File: config.mk
export PLATFORM = sky130hd
export DESIGN_NAME = hand_reader
export DESIGN_NICKNAME = d
export VERILOG_FILES = /design/src/rtl/card_pkg.sv /design/src/rtl/hand_sorter.sv /design/src/rtl/hand_reader.sv
export SDC_FILE = /design/constraint.sdc
export NUM_CORES = 1
export LEC_CHECK = 0
export BUFFER_PORTS_ARGS = -buffer_cell sky130_fd_sc_hd__clkbuf_2
export CORE_MARGIN = 2
export CORE_UTILIZATION = 30
export DETAILED_ROUTE_END_ITERATION = 8
export MAX_ROUTING_LAYER = met4
export PLACE_DENSITY = 0.54
export SYNTH_ARGS = -nofsm -noshare
export SYNTH_HDL_FRONTEND = slang
export SYNTH_SLANG_ARGS = --single-unit
File: constraint.sdc
create_clock -name clka -period 6.4 [get_ports clka]
set_input_delay 0.96 -clock clka [delete_from_list [all_inputs] [get_ports clka]]
set_output_delay 0.96 -clock clka [all_outputs]
set_load 0.02 [all_outputs]
File: src/rtl/card_pkg.sv
// card_pkg: shared card/hand definitions for the deal consumer path.
// Card code 0 marks an empty slot; hands pack slot k at [CARD_W*k +: CARD_W].
package card_pkg;

    localparam int CARD_W     = 6;
    localparam int HAND_CARDS = 4;
    localparam int HAND_W     = CARD_W * HAND_CARDS;

    localparam logic [CARD_W-1:0] CARD_EMPTY   = 6'b000000;
    localparam logic              OWNER_PLAYER = 1'b0;
    localparam logic              OWNER_COMP   = 1'b1;

    typedef enum logic [2:0] {
        IDLE    = 3'd0,
        CAPTURE = 3'd1,
        SORT    = 3'd2,
        STREAM  = 3'd3,
        DONE    = 3'd4
    } state_t;

    // Compare-swap of two adjacent slots; returns {upper_slot, lower_slot}
    // so the lower slot always ends with the smaller unsigned code.
    function automatic logic [2*CARD_W-1:0] order_pair(
        input logic [CARD_W-1:0] lower_in,
        input logic [CARD_W-1:0] upper_in
    );
        if (lower_in > upper_in)
            order_pair = {lower_in, upper_in};
        else
            order_pair = {upper_in, lower_in};
    endfunction

endpackage

File: src/rtl/hand_sorter.sv
// hand_sorter: one odd-even transposition stage over a 4-slot hand.
// phase 0 orders slot pairs (0,1),(2,3); phase 1 orders (1,2).
// Used by hand_reader only when SORT_EN is defined.
module hand_sorter
    import card_pkg::*;
(
    input  logic [HAND_W-1:0] hand_in,
    input  logic              phase,
    output logic [HAND_W-1:0] hand_out
);

    // Single compare-swap stage selected by the phase bit
    always_comb begin
        hand_out = hand_in;
        if (!phase) begin
            hand_out[0*CARD_W +: 2*CARD_W] = order_pair(hand_in[0*CARD_W +: CARD_W],
                                                        hand_in[1*CARD_W +: CARD_W]);
            hand_out[2*CARD_W +: 2*CARD_W] = order_pair(hand_in[2*CARD_W +: CARD_W],
                                                        hand_in[3*CARD_W +: CARD_W]);
        end else begin
            hand_out[1*CARD_W +: 2*CARD_W] = order_pair(hand_in[1*CARD_W +: CARD_W],
                                                        hand_in[2*CARD_W +: CARD_W]);
        end
    end

endmodule

File: src/rtl/hand_reader.sv
// hand_reader: latches both dealt hands on a rising edge of done, optionally
// sorts them, then streams non-empty cards (player slots 0..3, then computer
// slots 0..3) over a valid/ready port, followed by a one-cycle counts pulse.
// Build option: define SORT_EN to sort each hand ascending before streaming.
module hand_reader
    import card_pkg::*;
(
    input  logic              clka,
    input  logic              restart_n,
    input  logic [HAND_W-1:0] player_cards,
    input  logic [HAND_W-1:0] comp_cards,
    input  logic              done,
    output logic [CARD_W-1:0] card_data,
    output logic              card_owner,
    output logic [1:0]        card_slot,
    output logic              card_valid,
    input  logic              card_ready,
    output logic              card_last,
    output logic              busy,
    output logic [2:0]        player_count,
    output logic [2:0]        comp_count,
    output logic              counts_valid,
    output logic              overrun
);

    state_t             state_reg, state_next;
    logic               done_q;
    logic               rise;
    logic [HAND_W-1:0]  player_hand_reg, comp_hand_reg;
    logic [3:0]         ptr_reg;
    logic [CARD_W-1:0]  card_data_reg;
    logic               card_owner_reg, card_valid_reg, card_last_reg;
    logic [1:0]         card_slot_reg;
    logic [2:0]         player_count_reg, comp_count_reg;
    logic               overrun_reg;
    logic               hands_empty;

    // Flattened scan view: index 0..3 player slots, 4..7 computer slots
    logic [CARD_W-1:0]  slot_code [2*HAND_CARDS];
    logic               found;
    logic [2:0]         found_idx;
    logic               more_after;

    assign rise        = done & ~done_q;
    assign hands_empty = (player_hand_reg == '0) && (comp_hand_reg == '0);

    for (genvar gi = 0; gi < HAND_CARDS; gi++) begin : g_unpack
        assign slot_code[gi]              = player_hand_reg[gi*CARD_W +: CARD_W];
        assign slot_code[gi + HAND_CARDS] = comp_hand_reg[gi*CARD_W +: CARD_W];
    end

`ifdef SORT_EN
    logic [1:0]        sort_cnt_reg;
    logic [HAND_W-1:0] player_sorted, comp_sorted;

    hand_sorter u_sort_player (
        .hand_in  (player_hand_reg),
        .phase    (sort_cnt_reg[0]),
        .hand_out (player_sorted)
    );

    hand_sorter u_sort_comp (
        .hand_in  (comp_hand_reg),
        .phase    (sort_cnt_reg[0]),
        .hand_out (comp_sorted)
    );
`endif

    // Find the next non-empty slot at or after the scan pointer, and whether any follow it
    always_comb begin
        found      = 1'b0;
        found_idx  = 3'd0;
        more_after = 1'b0;
        for (int i = 0; i < 2*HAND_CARDS; i++) begin
            if (!found && (4'(i) >= ptr_reg) && (slot_code[i] != CARD_EMPTY)) begin
                found     = 1'b1;
                found_idx = 3'(i);
            end else if (found && (slot_code[i] != CARD_EMPTY)) begin
                more_after = 1'b1;
            end
        end
    end

    // State register
    always_ff @(posedge clka or negedge restart_n) begin
        if (!restart_n)
            state_reg <= IDLE;
        else
            state_reg <= state_next;
    end

    // Next-state logic
    always_comb begin
        state_next = state_reg;
        case (state_reg)
            IDLE: begin
                if (rise)
                    state_next = CAPTURE;
            end
            CAPTURE: begin
                if (hands_empty)
                    state_next = DONE;
                else
`ifdef SORT_EN
                    state_next = SORT;
`else
                    state_next = STREAM;
`endif
            end
`ifdef SORT_EN
            SORT: begin
                if (sort_cnt_reg == 2'd3)
                    state_next = STREAM;
            end
`endif
            STREAM: begin
                if (card_valid_reg && card_ready && card_last_reg)
                    state_next = DONE;
                else if (!card_valid_reg && !found)
                    state_next = DONE;
            end
            DONE:    state_next = IDLE;
            default: state_next = IDLE;
        endcase
    end

    // Capture, sort, beat generation, counts and overrun tracking
    always_ff @(posedge clka or negedge restart_n) begin
        if (!restart_n) begin
            done_q           <= 1'b0;
            player_hand_reg  <= '0;
            comp_hand_reg    <= '0;
            ptr_reg          <= '0;
            card_data_reg    <= '0;
            card_owner_reg   <= 1'b0;
            card_slot_reg    <= '0;
            card_valid_reg   <= 1'b0;
            card_last_reg    <= 1'b0;
            player_count_reg <= '0;
            comp_count_reg   <= '0;
            overrun_reg      <= 1'b0;
`ifdef SORT_EN
            sort_cnt_reg     <= '0;
`endif
        end else begin
            done_q <= done;

            // Hand buses are only sampled on a rise seen in IDLE
            if (state_reg == IDLE && rise) begin
                player_hand_reg <= player_cards;
                comp_hand_reg   <= comp_cards;
            end

            if (rise && state_reg != IDLE)
                overrun_reg <= 1'b1;
            else if (state_reg == CAPTURE)
                overrun_reg <= 1'b0;

            if (state_reg == CAPTURE) begin
                player_count_reg <= '0;
                comp_count_reg   <= '0;
                ptr_reg          <= '0;
                card_valid_reg   <= 1'b0;
                card_last_reg    <= 1'b0;
`ifdef SORT_EN
                sort_cnt_reg     <= '0;
`endif
            end

`ifdef SORT_EN
            if (state_reg == SORT) begin
                player_hand_reg <= player_sorted;
                comp_hand_reg   <= comp_sorted;
                sort_cnt_reg    <= sort_cnt_reg + 2'd1;
            end
`endif

            if (state_reg == STREAM) begin
                if (card_valid_reg && card_ready) begin
                    if (card_owner_reg == OWNER_PLAYER)
                        player_count_reg <= player_count_reg + 3'd1;
                    else
                        comp_count_reg <= comp_count_reg + 3'd1;
                end
                // Output beat only advances when empty or accepted, so it holds while stalled
                if (!card_valid_reg || card_ready) begin
                    if (found) begin
                        card_valid_reg <= 1'b1;
                        card_data_reg  <= slot_code[found_idx];
                        card_owner_reg <= found_idx[2];
                        card_slot_reg  <= found_idx[1:0];
                        card_last_reg  <= ~more_after;
                        ptr_reg        <= {1'b0, found_idx} + 4'd1;
                    end else begin
                        card_valid_reg <= 1'b0;
                        card_last_reg  <= 1'b0;
                    end
                end
            end
        end
    end

    assign card_data    = card_data_reg;
    assign card_owner   = card_owner_reg;
    assign card_slot    = card_slot_reg;
    assign card_valid   = card_valid_reg;
    assign card_last    = card_last_reg;
    assign player_count = player_count_reg;
    assign comp_count   = comp_count_reg;
    assign overrun      = overrun_reg;
    assign busy         = (state_reg == CAPTURE) || (state_reg == SORT) || (state_reg == STREAM);
    assign counts_valid = (state_reg == DONE);

endmodule

After elaboration in Yosys (flattened, before gate mapping)
Index checks and enable logic that the tools add are counted.
Storage, ports and cells
  output and inout bits: 20
  register bits: 74
  word-level logic and storage cells: 149
  input bits: 52
Cells by class
  equal/unequal tests: 6
  add/subtract/negate cells: 3
  multiplexer cells: 59
  reduce and logical (&&, ||, !) cells: 55
  bitwise logic cells: 4
  $lt $le $gt $ge: 9
Operators by type and width (count)
  $mux W3: 17
  $logic_not A24 Y1: 2
  $reduce_bool A6 Y1: 8
  $mux W1: 33
  $logic_and A1 B1 Y1: 28
  $bmux W6 S3: 1
  $ge A3 B4 Y1 const A: 4
  $mux W4: 4
  $mux W6: 2
  $logic_not A1 Y1: 9
  $pmux W3 S3: 1
  $ge A1 B4 Y1 const A: 2
  $ge A2 B4 Y1 const A: 2
  $add A3 B1 Y3 const B: 2
  $eq A3 B2 Y1 const B: 2
  $add A3 B1 Y4 const B: 1
  $ge A4 B4 Y1 const B: 1
  $not A3 Y4: 1
  $eq A3 B1 Y1 const B: 1
  $eq A3 B3 Y1 const B: 1
  $logic_not A3 Y1: 1
  $logic_or A1 B1 Y1: 3
  $ne A3 B3 Y1 const B: 1
  $reduce_and A3 Y1: 1
  7 further kinds: 8

Logic depth before layout (Yosys ltp)
Gate-level depths: netlist (run 1).
  word-level depth: 36
  gate-level depth with buffers: 10
  depth with buffers taken out: 9

Least setup slack after synthesis (run 1)
No wires, ideal clock.
  kind: register -> register
  start: register player_hand_reg[9]
  end: register card_data_reg[4] (netlist: card_data[4])
  buffers on the path: 1
  setup time: 0.135 ns
  cell stages (with the launch flop): 9
  period minus slack after synthesis: 2.737 ns
  required time: 6.265 ns
  arrival: 2.602 ns
  path slack: 3.663 ns
  cell sequence: dfrtp_1 > nor4_4 > a41oi_1 > o41a_4 > o32ai_4 > buf_6 > mux2_2 > a221oi_1 > o31ai_1
Between the ends
  cells in the longest elaborated chain, start to end: 31
  elaborated cells on any way between the ends: 39
  classes of those cells: 17 x mux; 1 x bitwise; 21 x reduce/logical
RTL lines
  from (decl): RTL line hand_reader.sv:29  | logic [HAND_W-1:0] player_hand_reg, comp_hand_reg;
  from (signal assigned): RTL line hand_reader.sv:150  | player_hand_reg <= player_cards;
  $reduce_bool A6 Y1 (*): RTL line hand_reader.sv:75  | if (!found && (4'(i) >= ptr_reg) && (slot_code[i] != CARD_EMPTY)) begin
  $logic_and A1 B1 Y1 (*): RTL line hand_reader.sv:75
  $mux W1: RTL line hand_reader.sv:75
  $logic_not A1 Y1: RTL line hand_reader.sv:75
  $logic_and A1 B1 Y1 (2 in series): RTL line hand_reader.sv:75
  $mux W1: RTL line hand_reader.sv:75
  $logic_not A1 Y1: RTL line hand_reader.sv:75
  $logic_and A1 B1 Y1 (2 in series): RTL line hand_reader.sv:75
  (+12 left out)
  $mux W1: RTL line hand_reader.sv:75
  $logic_not A1 Y1: RTL line hand_reader.sv:75
  $logic_and A1 B1 Y1 (2 in series): RTL line hand_reader.sv:75
  $mux W3 (*): RTL line hand_reader.sv:75
  via found_idx[0]: RTL line hand_reader.sv:41  | logic [2:0] found_idx;
  $not A3 Y4 (implied by the code) (*): RTL line hand_reader.sv:189  | card_data_reg <= slot_code[found_idx];
  $bmux W6 S3 (*): RTL line hand_reader.sv:189
  $mux W6 (implied by the code) (*) (2 in series): RTL line hand_reader.sv:189
  to (signal assigned): RTL line hand_reader.sv:189
  to (decl): RTL line hand_reader.sv:31  | logic [CARD_W-1:0] card_data_reg;
Mark *: on every way through the listed nets, which the timed path passes. The rest lies on a longest branch. The select of a mux whose other input is x is not followed.
A chain may end at the register's enable or synchronous reset.

Worst setup path after layout (run 1)
  start: register player_hand_reg[13]
  end: register card_data_reg[4] (netlist: card_data[4])
Between the ends
  cells in the longest elaborated chain, start to end: 27
  elaborated cells on any way between the ends: 34
  classes of those cells: 15 x mux; 1 x bitwise; 18 x reduce/logical
RTL lines (RTL line)
  $reduce_bool A6 Y1 (*): hand_reader.sv:75
  $logic_and A1 B1 Y1 (*): hand_reader.sv:75
  $mux W1: hand_reader.sv:75
  $logic_not A1 Y1: hand_reader.sv:75
  $logic_and A1 B1 Y1 (2 in series): hand_reader.sv:75
  $mux W1: hand_reader.sv:75
  $logic_not A1 Y1: hand_reader.sv:75
  $logic_and A1 B1 Y1 (2 in series): hand_reader.sv:75
  (+6 left out)
  $logic_and A1 B1 Y1 (2 in series): hand_reader.sv:75
  $mux W1: hand_reader.sv:75
  $logic_not A1 Y1: hand_reader.sv:75
  $logic_and A1 B1 Y1 (2 in series): hand_reader.sv:75
  $mux W3: hand_reader.sv:75
  $not A3 Y4 (implied by the code): hand_reader.sv:189
  $bmux W6 S3: hand_reader.sv:189
  $mux W6 (implied by the code) (2 in series): hand_reader.sv:189
Mark *: on every way between the ends. The rest lies on a longest branch, timed or not. The select of a mux whose other input is x is not followed.

==> results.md, run 1 <==
- Status: completed
- Maximum clock path buffer count: 2
- Post-CTS setup buffer count: 0
- Final setup viols: 0
- Setup TNS: 0 ns
- Slew Limit Fails: 0
- Routed wire length per instance: 16.6 um
- Initial drt markers: 172
- Seq/Total Area, Yosys: 47.6%
- Worst VDD drop: 0.000208 V
- Synth top area cells: dfrtp_1, mux2_2, a221oi_1
- Final Util: 37.6%
- WHS: 0.495 ns
- Pre-CTS WS: 3.13 ns
- Vias per cell: 5.13
- Port bufs: 71
- Worst-Margin Slew: 1.08 ns
- Routed vias: 3035
- Critical Path AT: 3.56 ns
- LEAKAGE: 2.11 nW
- Post-placement cell count: 576
- Die Span Y: 118 um
- CTS tree: built
- RePlAce Congestion: 0.874
- Final #Nets: 470
- N_diodes: 0
- Residual DRC: 0
- Final non-filler cell total: 592
- Final Hold Viols: 0
- Root buf cell: clkbuf_16
- PD cells: 536 nW/um^2
- Final setup skew: 0.00948 ns
- Antenna-violating nets left: 0
- Worst setup path class: reg -> reg
- Clock Latency Late Sink: 0.35 ns
- Syn Nets: 402
- Area growth from synthesis to layout: 22.0%
- TritonRoute pass-1 iters: 4
- Gr ovfl total: 0
- Post-synthesis mux area share: 17.4%
- Die width: 118 um
- Tot GR Track Use: 15.3%
- Top achievable clock speed: 0.298 GHz
- Core area: 12600 um^2
- Crit share post-route: 52.5%
- Vias in the first global route: 3050
- # rows: 41
- Setup crit start kind: flop
- Share of cells above drive strength 1: 38.1%
- Pin count of the biggest net entering global routing: 75
- Total CTS buffers: 9
- CP Data Required Time: 6.60 ns
- Cts repair resizes: 0
- Synth Area in XOR/XNOR: 0%
- Synthesized area: 3890 um^2
- Clk sinks: 74
- Hold path cells: 1
- DP HPWL: 7140 um
- Largest fanout on the critical path: 14
- Post-synth top area share: 47.6%
- Largest family of logic cells by synthesized area: multiplexers
- Compound-Gate Fraction of Synth Area: 15.8%
- FF-to-FF path depth: 7
- Max_slew headroom: 27.8%
- Unrepaired setup endpoints after global routing: false
- Placed Area: 4390 um^2
- DRT Wirelength: 9810 um
- Fill cells: 1298
- Synth cell types: 52
- Crit path capture type: flop
- Post-synth EDFFs: 0
- Initial antenna violation count: 0
- Gate count of the mapped netlist: 347
- Ys flop type: dfrtp_1
- Starting Density: 30.8%
- #FFs+latches synth: 74
- Post-route cell area: 4740 um^2
- Total power draw: 2.54 mW
- First-pass GRT wire length: 16200 um
- Ports: 72
- Post-Synth Adder-Cell Area: 0.965%
- Post-route worst setup slack: 3.04 ns
- Hold Path Class: reg -> reg
- Die area: 13900 um^2
- Number of max-cap violations: 0
- Synth warnings: 0
- Post-synth top area cell: dfrtp_1
- Hold-fix buffers at CTS: 0
- Minimum clock period after layout: 3.36 ns
- CTS clk-pin slew, worst paths: 0.06 ns
- Simple-Gate Fraction of Synth Area: 15.7%
- Post-synth ARST share: 100%
- Avg Inst Size Synth: 11.2 um^2
- CTS H-tree depth: 3
- R2r setup slk: 3.04 ns
## placed cells by master (no fill, tap or decap), types with 2 or more instances in the layout
| cell | n |
|---|---|
| inv_1 | 4 |
| a221oi_1 | 13 |
| nor2b_1 | 6 |
| nor4_4 | 3 |
| nor3_1 | 3 |
| dfrtp_1 | 74 |
| nand2b_1 | 3 |
| nor2_1 | 17 |
| bufinv_16 | 3 |
| a21oi_1 | 14 |
| clkbuf_16 | 9 |
| nand3_1 | 15 |
| and2_1 | 8 |
| mux2_1 | 5 |
| ha_1 | 3 |
| o31a_1 | 2 |
| and2b_1 | 2 |
| a31oi_1 | 4 |
| o21ai_0 | 22 |
| buf_4 | 2 |
| o21a_1 | 2 |
| and3_2 | 3 |
| o211a_1 | 2 |
| o211ai_1 | 3 |
| and3_1 | 6 |
| o31ai_1 | 7 |
| nor4_1 | 7 |
| nand2_1 | 22 |
| mux2_2 | 55 |
| and4_1 | 2 |
| clkbuf_2 | 70 |
| a21o_1 | 4 |
| nand4_1 | 2 |
## worst paths after layout
path,startpoint,endpoint
setup reg to reg,player_hand_reg[13],card_data[4]
max in group asynchronous,restart_n,comp_hand_reg[17]
hold reg to reg,card_slot[0],card_slot[0]
hold / removal,card_slot[0],card_slot[0]
setup / recovery,player_hand_reg[13],card_data[4]
min in group asynchronous,restart_n,player_hand_reg[7]
## synthesized netlist by cell type, types with 2 or more instances
cell type	count
dfrtp_1	74
mux2_2	55
nand2_1	23
o21ai_0	22
nor2_1	17
nand3_1	15
a21oi_1	14
a221oi_1	13
and2_1	8
clkbuf_1	7
nor4_1	7
o31ai_1	7
and3_1	6
nor2b_1	6
mux2_1	5
a21o_1	4
a31oi_1	4
inv_1	4
and3_2	3
buf_2	3
ha_1	3
nand2b_1	3
nor3_1	3
nor4_4	3
o211ai_1	3
and2b_1	2
and4_1	2
buf_1	2
buf_6	2
nand4_1	2
o211a_1	2
o21a_1	2
o31a_1	2
## layout make-up
class	count	area, um^2	share of cell area, %
multi-input cells	253	1940	40.9
flip-flops and latches	74	1850	39.0
repair buffers	72	365	7.70
clock buffers	10	239	5.04
well taps	172	215	4.54
clock inverters	6	113	2.37
inverters	5	18.8	0.396
## critical path, cell delays in order (launching register included)
cell and delay (ns):
dfrtp_1 0.42, nor4_4 0.42, a41oi_1 0.27, o41a_4 0.47, o32ai_4 0.68, mux2_2 0.43
a221oi_1 0.38, o31ai_1 0.14
## kinds of logic after synthesis
family,after synthesis
muxes,60
buffers and inverters,20
and+or+nand+nor,106
DFF,74
adders and majority gates,3
AOI/OAI and AO/OA,84
## per-layer routing
| layer | global-route usage (%) | wire, um | up-vias | share of wire (%) |
|---|---|---|---|---|
| met1 | 20.2 | 4640 | 1457 | 47 |
| met5 | - | 0 | - | 0 |
| met4 | 7.30 | 210 | 0 | 2.1 |
| met2 | 21.7 | 4360 | 113 | 44 |
| met3 | 4.31 | 594 | 17 | 6.1 |
| li1 | - | - | 1448 | - |
## report_power, final
group / switching [mW] / internal, mW / total (mW)
sequential: 0.221 / 0.682 / 0.902
combinational: 0.561 / 0.484 / 1.04
clock: 0.204 / 0.393 / 0.597
No activity file was read; power rests on OpenSTA's default activity.
==> run 2, diff against run 1 <==
clock period = 3.1 ns   (was 6.4 ns; I/O delays follow)
==> run 2 against run 1 <==
- fmax up 16%
- critical endpoint is now card_data[3]
- critical path type unchanged
- clock skew down 0.0025 ns
- sequential cell count unchanged
==> results.md, run 2 (synthesized netlist as in run 1, its figures left out) <==
- Status: completed
- Worst path buffer plus inverter count: 1
- CP Data Required Time: 3.31 ns
- Routed vias: 3121
- Core area: 12600 um^2
- Critical Path AT: 3.11 ns
- CTS H-tree depth: 3
- Maximum clock path buffer count: 2
- Worst-path cell chain: nor4_4 > a41oi_1 > o41a_4 > o32ai_4 > buf_6 > mux2_1 > a221oi_1 > o31ai_1
- Cts repair resizes: 0
- Routed wire length per instance: 16.5 um
- Minimum clock period after layout: 2.90 ns
- DRT Wirelength: 9930 um
- Pint: 3.17 mW
- Most frequent cells in the layout: dfrtp_1, clkbuf_2, mux2_2
- N_diodes: 0
- Final #Nets: 480
- Gate power share: 42.6%
- Residual DRC: 0
- Slew Limit Fails: 0
- RePlAce Congestion: 0.911
- Register share of total power: 35.7%
- Setup crit start kind: flop
- Post-CTS setup buffer count: 0
- DP HPWL: 7310 um
- Most common cell after layout, fill and taps aside: dfrtp_1
- Net Sw Frac: 39.3%
- CTS clk-pin slew, worst paths: 0.06 ns
- Worst-Margin Slew: 0.941 ns
- Clock Latency Late Sink: 0.34 ns
- Die width: 118 um
- First-pass GRT wire length: 16000 um
- Hold Path Class: in -> reg
- Worst VDD drop: 0.000408 V
- Initial antenna violation count: 0
- Gr ovfl total: 0
- NetSw: 2.06 mW
- Port bufs: 71
- Root buf cell: clkbuf_16
- PD cells: 1090 nW/um^2
- Top achievable clock speed: 0.344 GHz
- Share of cells above drive strength 1: 39.3%
- Ports: 72
- Die area: 13900 um^2
- Antenna-violating nets left: 0
- Crit path capture type: flop
- CP max-delay cell: o41a_4
- Max_slew headroom: 37.3%
- Die Span Y: 118 um
- Largest fanout on the critical path: 14
- LEAKAGE: 2.14 nW
- Clk sinks: 74
- Unrepaired setup endpoints after global routing: false
- CTS tree: built
- TritonRoute pass-1 iters: 5
- Total power draw: 5.23 mW
- Total CTS buffers: 9
- Final setup viols: 0
- Clock power frac: 21.6%
- Worst setup path class: reg -> reg
- Vias per cell: 5.18
- Initial drt markers: 183
- Starting Density: 30.8%
- Tot GR Track Use: 15.0%
- Hold-fix buffers at CTS: 0
- # rows: 41
- Vias in the first global route: 3072
- CP top delay family: compound AO/OA/AOI/OAI gates
- Fill cells: 1287
- Setup TNS: 0 ns
- Final Hold Viols: 0
- Pin count of the biggest net entering global routing: 75
- Slowest stage delay, CP: 0.46 ns
- Final setup skew: 0.00701 ns
- Crit share post-route: 93.7%
- Number of max-cap violations: 0
- Area growth from synthesis to layout: 23.2%
- WHS: 0.253 ns
## run 2: worst register-to-register path: cells and delay by family, from the launching register on
family,cells,cell delay (ns)
flip-flops,1,0.42
buffers and inverters,1,0.21
multiplexers,1,0.34
AO/OA/AOI/OAI,5,1.44
AND/OR/NAND/NOR,1,0.36
## run 2: final cells by class
cell class                 count  area [um^2]  area share [%]
multi-input combinational    253         1940            40.5
sequential                    74         1850            38.7
timing repair buffer          82          444            9.27
clock buffer                  10          229            4.78
tap                          172          215            4.49
clock inverter                 6         90.1            1.88
inverter                       5         18.8           0.392
## run 2: final timing paths
| kind | startpoint | to | slack (ns) | cells after the start |
|---|---|---|---|---|
| hold reg to reg | comp_count[2] | comp_count[2] | 0.49 | 1 |
| setup / recovery | player_hand_reg[13] | card_data[3] | 0.20 | 8 |
| min in group asynchronous | restart_n | player_hand_reg[6] | 0.26 | 1 |
| hold / removal | done | done_q | 0.25 | 1 |
| max in group asynchronous | restart_n | comp_count[1] | 2.22 | 1 |
| setup reg to reg | player_hand_reg[13] | card_data[3] | 0.20 | 8 |
## run 2: through the flow
step	utilization, %	cell area [um^2]	cells	worst slack (ns)
after floorplan	-	3890	347	0.363
after global routing	38.0	4790	602	0.0254
final	38.0	4790	602	0.195
after global placement	35.4	4470	586	0.246
after detailed placement	35.4	4470	586	0.179
after CTS	37.9	4790	602	0.164
## run 2: layer usage
layer | GRT usage (%) | wire length (um) | up-vias
li1 | - | - | 1484
met2 | 22.6 | 4490 | 93
met3 | 3.39 | 530 | 9
met4 | 5.65 | 124 | 0
met5 | - | 0 | -
met1 | 19.8 | 4780 | 1535
## run 2: power by group through the flow
stage / Clock, mW / Sequential (mW) / Combinational (mW)
5_1_grt: 1.20 / 1.93 / 2.43
3_3_place_gp: 0 / 1.87 / 2.18
2_1_floorplan: 0 / 1.79 / 1.63
6_report: 1.13 / 1.87 / 2.23
4_1_cts: 1.16 / 1.86 / 2.22
3_5_place_dp: 0 / 1.88 / 2.21
